--- src/rtl/ball_ctrl.sv ---
// Per-frame game-state engine: moves the 8x8 ball, resolves wall/paddle collisions and misses,
// escalates ball speed and tracks lives. Every output is a register.
module ball_ctrl #(
   parameter int TOP_MARGIN     = 25,
   parameter int LIVES          = 3,
   parameter int HITS_PER_LEVEL = 4,
   parameter int MISS_FRAMES    = 60,
   parameter int SERVE_X        = 316,
   parameter int SERVE_Y        = 248
) (
   input  logic       clk,
   input  logic       reset,
   input  logic       frame_tick,
   input  logic       start,
   input  logic [9:0] paddle1_y,
   input  logic [9:0] paddle2_y,
   output logic [9:0] ball_x,
   output logic [9:0] ball_y,
   output logic [3:0] ball_speed,
   output logic [2:0] lives,
   output logic       game_over,
   output logic       hit,
   output logic       miss_l,
   output logic       miss_r
);

   typedef enum logic [1:0] {S_SERVE, S_PLAY, S_MISS, S_OVER} state_t;

   localparam int          HW      = $clog2(HITS_PER_LEVEL + 1);
   localparam int          MW      = $clog2(MISS_FRAMES + 1);
   localparam logic [10:0] L_TOP   = 11'(TOP_MARGIN);
   localparam logic [9:0]  L_TOP10 = 10'(TOP_MARGIN);
   localparam logic [9:0]  L_SX    = 10'(SERVE_X);
   localparam logic [9:0]  L_SY    = 10'(SERVE_Y);
   localparam logic [3:0]  SPD_MIN = 4'd2;
   localparam logic [3:0]  SPD_MAX = 4'd5;

   state_t          r_state;
   logic [9:0]      r_ball_x, r_ball_y;
   logic [3:0]      r_speed;
   logic [2:0]      r_lives;
   logic            r_dx, r_dy, r_serve_dx;   // dx: 1 = right, dy: 1 = down
   logic [HW-1:0]   r_hit_cnt;
   logic [MW-1:0]   r_miss_cnt;
   logic            r_game_over, r_hit, r_miss_l, r_miss_r;

   logic [10:0] w_s, w_x, w_y, w_p1_top, w_p2_top;
   logic [9:0]  w_step;
   logic        w_p1_ov, w_p2_ov;
   logic [9:0]  w_nx, w_ny;
   logic        w_ndx, w_ndy, w_bounce, w_pass_l, w_pass_r;

   // All collision compares are 11-bit so paddle_y + margin + 72 cannot wrap.
   assign w_s      = {7'd0, r_speed};
   assign w_step   = {6'd0, r_speed};
   assign w_x      = {1'b0, r_ball_x};
   assign w_y      = {1'b0, r_ball_y};
   assign w_p1_top = {1'b0, paddle1_y} + L_TOP;
   assign w_p2_top = {1'b0, paddle2_y} + L_TOP;
   assign w_p1_ov  = (w_y + 11'd7 >= w_p1_top) && (w_y <= w_p1_top + 11'd72);
   assign w_p2_ov  = (w_y + 11'd7 >= w_p2_top) && (w_y <= w_p2_top + 11'd72);

   // NOTE: every signal gets a default before the branches, so no latch can be inferred.
   always_comb begin
      w_ny  = r_ball_y;
      w_ndy = r_dy;
      if (!r_dy) begin
         if (w_y <= L_TOP + w_s) begin
            w_ny  = L_TOP10;
            w_ndy = 1'b1;
         end else begin
            w_ny = r_ball_y - w_step;
         end
      end else if (w_y + 11'd7 + w_s >= 11'd479) begin
         w_ny  = 10'd472;
         w_ndy = 1'b0;
      end else begin
         w_ny = r_ball_y + w_step;
      end
   end

   always_comb begin
      w_nx     = r_ball_x;
      w_ndx    = r_dx;
      w_bounce = 1'b0;
      w_pass_l = 1'b0;
      w_pass_r = 1'b0;
      if (!r_dx) begin
         if (w_x <= 11'd40 + w_s) begin
            if (w_p1_ov) begin
               w_nx     = 10'd41;
               w_ndx    = 1'b1;
               w_bounce = 1'b1;
            end else if (w_x < 11'd32 + w_s) begin
               w_pass_l = 1'b1;
            end else begin
               w_nx = r_ball_x - w_step;
            end
         end else begin
            w_nx = r_ball_x - w_step;
         end
      end else begin
         if (w_x + 11'd7 + w_s >= 11'd600) begin
            if (w_p2_ov) begin
               w_nx     = 10'd592;
               w_ndx    = 1'b0;
               w_bounce = 1'b1;
            end else if (w_x + 11'd7 + w_s > 11'd608) begin
               w_pass_r = 1'b1;
            end else begin
               w_nx = r_ball_x + w_step;
            end
         end else begin
            w_nx = r_ball_x + w_step;
         end
      end
   end

   // NOTE: state registers use non-blocking assignments so every branch sees pre-edge values.
   always_ff @(posedge clk) begin
      if (reset) begin
         r_state     <= S_SERVE;
         r_ball_x    <= L_SX;
         r_ball_y    <= L_SY;
         r_speed     <= SPD_MIN;
         r_lives     <= 3'(LIVES);
         r_dx        <= 1'b1;
         r_dy        <= 1'b1;
         r_serve_dx  <= 1'b1;
         r_hit_cnt   <= '0;
         r_miss_cnt  <= '0;
         r_game_over <= 1'b0;
         r_hit       <= 1'b0;
         r_miss_l    <= 1'b0;
         r_miss_r    <= 1'b0;
      end else begin
         r_hit    <= 1'b0;
         r_miss_l <= 1'b0;
         r_miss_r <= 1'b0;
         if (frame_tick) begin
            unique case (r_state)
               S_SERVE: begin
                  r_ball_x  <= L_SX;
                  r_ball_y  <= L_SY;
                  r_speed   <= SPD_MIN;
                  r_hit_cnt <= '0;
                  if (start) r_state <= S_PLAY;
               end
               S_PLAY: begin
                  r_ball_x <= w_nx;
                  r_ball_y <= w_ny;
                  r_dx     <= w_ndx;
                  r_dy     <= w_ndy;
                  if (w_bounce) begin
                     r_hit <= 1'b1;
                     if (r_hit_cnt == HW'(HITS_PER_LEVEL - 1)) begin
                        r_hit_cnt <= '0;
                        if (r_speed < SPD_MAX) r_speed <= r_speed + 4'd1;
                     end else begin
                        r_hit_cnt <= r_hit_cnt + 1'b1;
                     end
                  end
                  if (w_pass_l || w_pass_r) begin
                     r_miss_l   <= w_pass_l;
                     r_miss_r   <= w_pass_r;
                     r_serve_dx <= w_pass_r;
                     r_miss_cnt <= '0;
                     r_state    <= S_MISS;
                     if (r_lives != 3'd0) r_lives <= r_lives - 3'd1;
                  end
               end
               S_MISS: begin
                  if (r_miss_cnt == MW'(MISS_FRAMES - 1)) begin
                     if (r_lives == 3'd0) begin
                        r_state     <= S_OVER;
                        r_game_over <= 1'b1;
                     end else begin
                        r_state   <= S_SERVE;
                        r_ball_x  <= L_SX;
                        r_ball_y  <= L_SY;
                        r_dx      <= r_serve_dx;
                        r_speed   <= SPD_MIN;
                        r_hit_cnt <= '0;
                     end
                  end else begin
                     r_miss_cnt <= r_miss_cnt + 1'b1;
                  end
               end
               S_OVER: begin
                  if (start) begin
                     r_state     <= S_SERVE;
                     r_game_over <= 1'b0;
                     r_lives     <= 3'(LIVES);
                     r_dx        <= 1'b1;
                     r_ball_x    <= L_SX;
                     r_ball_y    <= L_SY;
                     r_speed     <= SPD_MIN;
                     r_hit_cnt   <= '0;
                  end
               end
               default: r_state <= S_SERVE;
            endcase
         end
      end
   end

   assign ball_x     = r_ball_x;
   assign ball_y     = r_ball_y;
   assign ball_speed = r_speed;
   assign lives      = r_lives;
   assign game_over  = r_game_over;
   assign hit        = r_hit;
   assign miss_l     = r_miss_l;
   assign miss_r     = r_miss_r;

endmodule

--- config.mk ---
export PLATFORM = sky130hd
export DESIGN_NAME = ball_ctrl
export DESIGN_NICKNAME = d
export VERILOG_FILES = /design/src/rtl/ball_ctrl.sv
export SDC_FILE = /design/constraint.sdc
export NUM_CORES = 1
export LEC_CHECK = 0
export CAP_MARGIN = 20
export CORE_MARGIN = 1.5
export CORE_UTILIZATION = 51
export DETAILED_ROUTE_END_ITERATION = 10
export PLACE_DENSITY = 0.76
export SLEW_MARGIN = 20
export SYNTH_ARGS = -nofsm -noshare
export SYNTH_HDL_FRONTEND = slang
export SYNTH_SLANG_ARGS = --single-unit
export TNS_END_PERCENT = 100
--- constraint.sdc ---
create_clock -name clk -period 5 [get_ports clk]
set_input_delay 1 -clock clk [delete_from_list [all_inputs] [get_ports clk]]
set_output_delay 1 -clock clk [all_outputs]
set_load 0.05 [all_outputs]
Word-level counts from Yosys, hierarchy flattened. Cells that the tools add are included.

Add/subtract/negate cells: 19. Magnitude comparators: 11. Equality and inequality tests: 18. Multiplexer cells: 72. Bitwise logic cells: 3. Reductions and logical operators: 23.

Operators with widths (count): $mux 10 (16); $pmux 10 s4 (2); $mux 1 (26); $reduce_and 5->1 (5); $mux 3 (8); $mux 4 (6); $add 10x3->11 const B (2); $add 10x5->11 const B (2); $add 11x4->11 (2); $add 11x7->11 const B (2); $ge 11x11->1 (2); $le 10x11->1 (2); $ne 2x2->1 const B (11); $add 10x4->10 (2); $sub 10x4->10 (2); $pmux 4 s4 (1); $add 6x4->7 const A (2); $mux 6 (2); $pmux 3 s4 (1); $pmux 6 s2 (1); $ge 11x10->1 const B (1); $ge 11x9->1 const B (1); $gt 11x10->1 const B (1); $le 10x6->1 (1); 32 further kinds (45).

Register bits after elaboration: 45. Output and inout port bits: 31. Logic and storage cells: 160.

Depth between registers and ports, before layout.
Depth after elaboration: 10. Depth in mapped cells: 18.

Worst setup path before layout. No wires, ideal clock.

Path type: in2reg. Start: input port paddle2_y[0]. End: register r_speed[2] (netlist: ball_speed[2]). Arrival time: 4.888 ns. Required time: 4.880 ns. Setup slack: -0.008 ns. Stages: 15. Path buffers: 0. Cells stage by stage: ha_1 -> a211oi_1 -> nor2b_1 -> xnor2_1 -> a21boi_0 -> nor3_1 -> xor2_1 -> ha_1 -> a2111oi_0 -> a311o_1 -> o221ai_2 -> or4_4 -> a2111oi_4 -> a211oi_1 -> a211o_1.

Longest elaborated chain between the ends: 9.

RTL lines: start, declared (RTL line 16) `input logic [9:0] paddle2_y,`; $add 10x5->11 (*) (RTL line 59) `assign w_p2_top = {1'b0, paddle2_y} + L_TOP;`; $add 11x7->11 (RTL line 61) `assign w_p2_ov = (w_y + 11'd7 >= w_p2_top) && (w_y <= w_p2_top + 11'd72);`; $le 10x11->1 (RTL line 61); $logic_and 1x1->1 (*) (RTL line 61); $mux 1 (*) (RTL line 104) `if (w_p2_ov) begin`; $mux 1 (*) (RTL line 103) `if (w_x + 11'd7 + w_s >= 11'd600) begin`; $mux 1 (*) (RTL line 88) `if (!r_dx) begin`; $ne 2x2->1 (no line) (*); $reduce_and 7->1 (no line) (*); end signal, assigned (RTL line 158) `if (r_speed < SPD_MAX) r_speed <= r_speed + 4'd1;`; end, declared (RTL line 40) `logic [3:0] r_speed;`.

Mark *: on every way between the ends. The rest lies on a longest branch, timed or not. A chain may end at the register's enable or synchronous reset.

Worst setup path in the final report.
Start: input port paddle1_y[4]. End: register r_speed[2] (netlist: ball_speed[2]).

Longest elaborated chain between the ends: 9.

RTL lines: start, declared (RTL line 15) `input logic [9:0] paddle1_y,`; $add 10x5->11 (*) (RTL line 58) `assign w_p1_top = {1'b0, paddle1_y} + L_TOP;`; $add 11x7->11 (RTL line 60) `assign w_p1_ov = (w_y + 11'd7 >= w_p1_top) && (w_y <= w_p1_top + 11'd72);`; $le 10x11->1 (RTL line 60); $logic_and 1x1->1 (*) (RTL line 60); $mux 1 (*) (RTL line 90) `if (w_p1_ov) begin`; $mux 1 (*) (RTL line 89) `if (w_x <= 11'd40 + w_s) begin`; $mux 1 (*) (RTL line 88); $ne 2x2->1 (no line) (*); $reduce_and 7->1 (no line) (*).

Marks and branches as above.

==> flow_metrics.tcl <==
set metrics [dict create \
    start_kind "primary input" \
    finalNonFillerCells 1009 \
    finalWeightedCongestion 0.933 \
    count_of_nets_after_finishing 984 \
    postSynthAreaPerCell_um2 7.63 \
    kind_of_critical_path "primary input to flip-flop" \
    postSynthCellCount 754 \
    timing.critical_path.fanout_max 7 \
    power_frac_comb_pct 39.4 \
    commonest_cells_in_the_synthesized_netlist "ha_1, nand2_1, inv_1" \
    worstSetupEndpointType "flip-flop" \
    timing.critical_path.arrival_ns 5.05 \
    depth_of_the_worst_register_to_register_path 17 \
    timing.max_slew.rel_slack_pct 55.1 \
    peakVddDrop_uv 140 \
    layout-area-overhead-vs-synth_pct 27.4 \
    dominantRegCellSynth "dfxtp_1" \
    start_util_pct 52.6 \
    detailroute.via_count 6244 \
    power.net_switching_uw 417 \
    grt_start_max_net_pins 18 \
    max_cap_violations 0 \
    wl_um 18000 \
    post-route-util_pct 67.0 \
    finalCriticalPeriod_ns 4.87 \
    antenna_left 0 \
    postSynth.asyncResetShare_pct 0 \
    die-height_um 109 \
    detailedRoute.firstPassIterationCount 5 \
    intPower_uw 765 \
    clock_skew_ns 0.00934 \
    drt-vias-per-instance 6.19 \
    synth.cell_area_um2 5750 \
    run_status "completed" \
    cts_h_tree_depth 2 \
    yosysMostFrequentCell "ha_1" \
    worst_hold_path_type "flip-flop to flip-flop" \
    global_route_wire_length_before_repair_um 29200 \
    place_ws_ns -0.470 \
    hold_viol 0 \
    placement_rows 38 \
    power_per_cell_area_nw_per_um2 161 \
    fin_crit_sh_pct 97.4 \
    timing.final.max_slew_violations 0 \
    clock_latency_ns 0.29 \
    ff_latch_area_um2 901 \
    n_antenna_cell 0 \
    timing.final.setup_violations 0 \
    root_buffer "clkbuf_16" \
    netSwitchingFraction_pct 35.3 \
    tritoncts "built" \
    holdWs_ns 0.482 \
    worst_slack_ns 0.132 \
    worstMarginPinSlew_ns 0.672 \
    synthDominantCellAreaShare_pct 18.7 \
    worstHoldPathCells 2 \
    clkPwrFrac_pct 28.6 \
    synth.ff_latch_count 45 \
    io_pins 55 \
    yosys-top-cells-area "ha_1, dfxtp_1, xnor2_1" \
    worst-endpoint-required_ns 5.19 \
    synthDistinctLibCells 73 \
    grtUsageTotal_pct 30.6 \
    area_of_the_placeable_core_um2 10900 \
    die_width_um 109 \
    clock_path_buffers 2 \
    multi_input_gate_area_in_the_final_layout_um2 4720 \
    drt_iter0_drc 518 \
    mappedNetlistNets 870 \
    placed_cells 991 \
    post_synth_edffs 0 \
    antenna_found_initial 0 \
    power.leakage_nw 3.11 \
    buffer_ports.inserted 54 \
    global_route.overflow_total 0 \
    clock.fmax_ghz 0.205 \
    wl_per_cell_um 17.8 \
    remaining_drc_errors 0 \
    layout-drive-gt1-share_pct 15.7 \
    clk_pin_slew_ns 0.07 \
    synth_top_area_cell "ha_1" \
    seq_power_share_pct 32.0 \
    synth_sequential_area_ratio_pct 15.7 \
    place.detailed.hpwl_um 13500 \
    synth.yosys.warnings 0 \
    floorplan.die_area_um2 11900 \
    clkSinkCount 45 \
    numCtsBuffers 5 \
    final.fill_count 892 \
    grt_pass1_vias 6366 \
]
## routing by layer
| metal | share of wire (%) | track usage, % |
|---|---|---|
| met1 | 42 | 35.2 |
| met2 | 49 | 55.5 |
| met3 | 5.5 | 4.30 |
| met4 | 3.8 | 14.1 |
| met5 | 0 | 0 |
## state kept, by name, indices dropped and copies added (netlist names)
name	cells
r_serve_dx	1
ball_x	10
miss_l	1
ball_speed	4
game_over	1
lives	3
r_dy	1
hit	1
r_hit_cnt	3
r_state	2
ball_y	10
r_miss_cnt	6
miss_r	1
r_dx	1
## layout by cell type, fill, tap and decap left out, types with 4 or more instances in the layout
master and instances:
a211o_1 8, a211oi_1 8, a21o_1 9, a21oi_1 41, a221oi_1 6, a31o_2 4, a31oi_1 13, and2_1 6
and3_1 6, and4_1 4, buf_4 78, clkbuf_16 5, clkdlybuf4s50_1 46, dfxtp_1 45, dlymetal6s2s_1 8, fa_1 6
ha_1 83, inv_1 62, nand2_1 69, nand2b_1 7, nand3_1 29, nand4_1 12, nor2_1 56, nor2b_1 11
nor3_1 24, nor4_1 4, o21a_1 10, o21ai_0 31, o21bai_1 6, o22ai_1 6, o31ai_1 6, or2_2 6
or3_1 8, or4_1 7, xnor2_1 33, xor2_1 18, xor2_2 4
## power by group through the flow
stage	Clock (mW)	Sequential [mW]	Combinational [mW]
finish	0.338	0.378	0.465
global route	0.359	0.379	0.507
CTS	0.340	0.378	0.432
detailed placement	0	0.386	0.415
global placement	0	0.385	0.396
floorplan	0	0.396	0.252
## final timing paths
check,from,endpoint,slack (ns)
setup / recovery,paddle1_y[4],ball_speed[2],0.13
hold / removal,r_hit_cnt[1],r_hit_cnt[1],0.48
setup reg to reg,ball_y[0],ball_speed[2],0.72
hold reg to reg,r_hit_cnt[1],r_hit_cnt[1],0.48
## metrics by stage
stage / power, mW / cell area (um^2) / TNS, ns
CTS: 1.15 / 7130 / 0
finish: 1.18 / 7330 / 0
floorplan: 0.647 / 5760 / 0
global placement: 0.781 / 6890 / -3.17
detailed placement: 0.801 / 6890 / -5.80
global route: 1.24 / 7330 / -0.00544
## kinds of logic (layout without fill, tap and decap cells)
group	after synthesis	count (layout)	synth area share (%)
AND/OR/NAND/NOR	261	261	22.3
AO/OA/AOI/OAI	206	206	25.8
adder cells (fa/ha/maj)	92	92	20.8
buffers and inverters	88	203	5.83
XOR/XNOR	58	58	8.84
flip-flops	45	45	15.7
multiplexers	4	4	0.718
## what timing repair did
item	CTS	global route
pin swaps	3	14
gates cloned	0	0
setup buffers	7	3
hold buffers	0	0
gates resized for setup	12	34
endpoints found under the setup margin	12	21
## area by class of cell
cell class	count	share of cell area (%)
multi-input cells	621	64.4
repair buffers	133	15.8
flip-flops and latches	45	12.3
inverters	62	3.18
well taps	140	2.39
clock buffers	6	1.76
clock inverters	2	0.205
## critical path, cell delays in order
cell and delay, ns:
clkdlybuf4s50_1 0.61, a311oi_2 0.06, buf_4 0.16, buf_4 0.13, nand3b_1 0.18, xor2_2 0.19
buf_4 0.17, ha_1 0.29, nand4_1 0.09, a211o_1 0.29, a21oi_1 0.23, o221ai_2 0.14
buf_4 0.18, or3_1 0.34, buf_4 0.17, a2111oi_4 0.41, a211oi_1 0.14, a211o_1 0.28
Power figures use the tool's default switching activity.
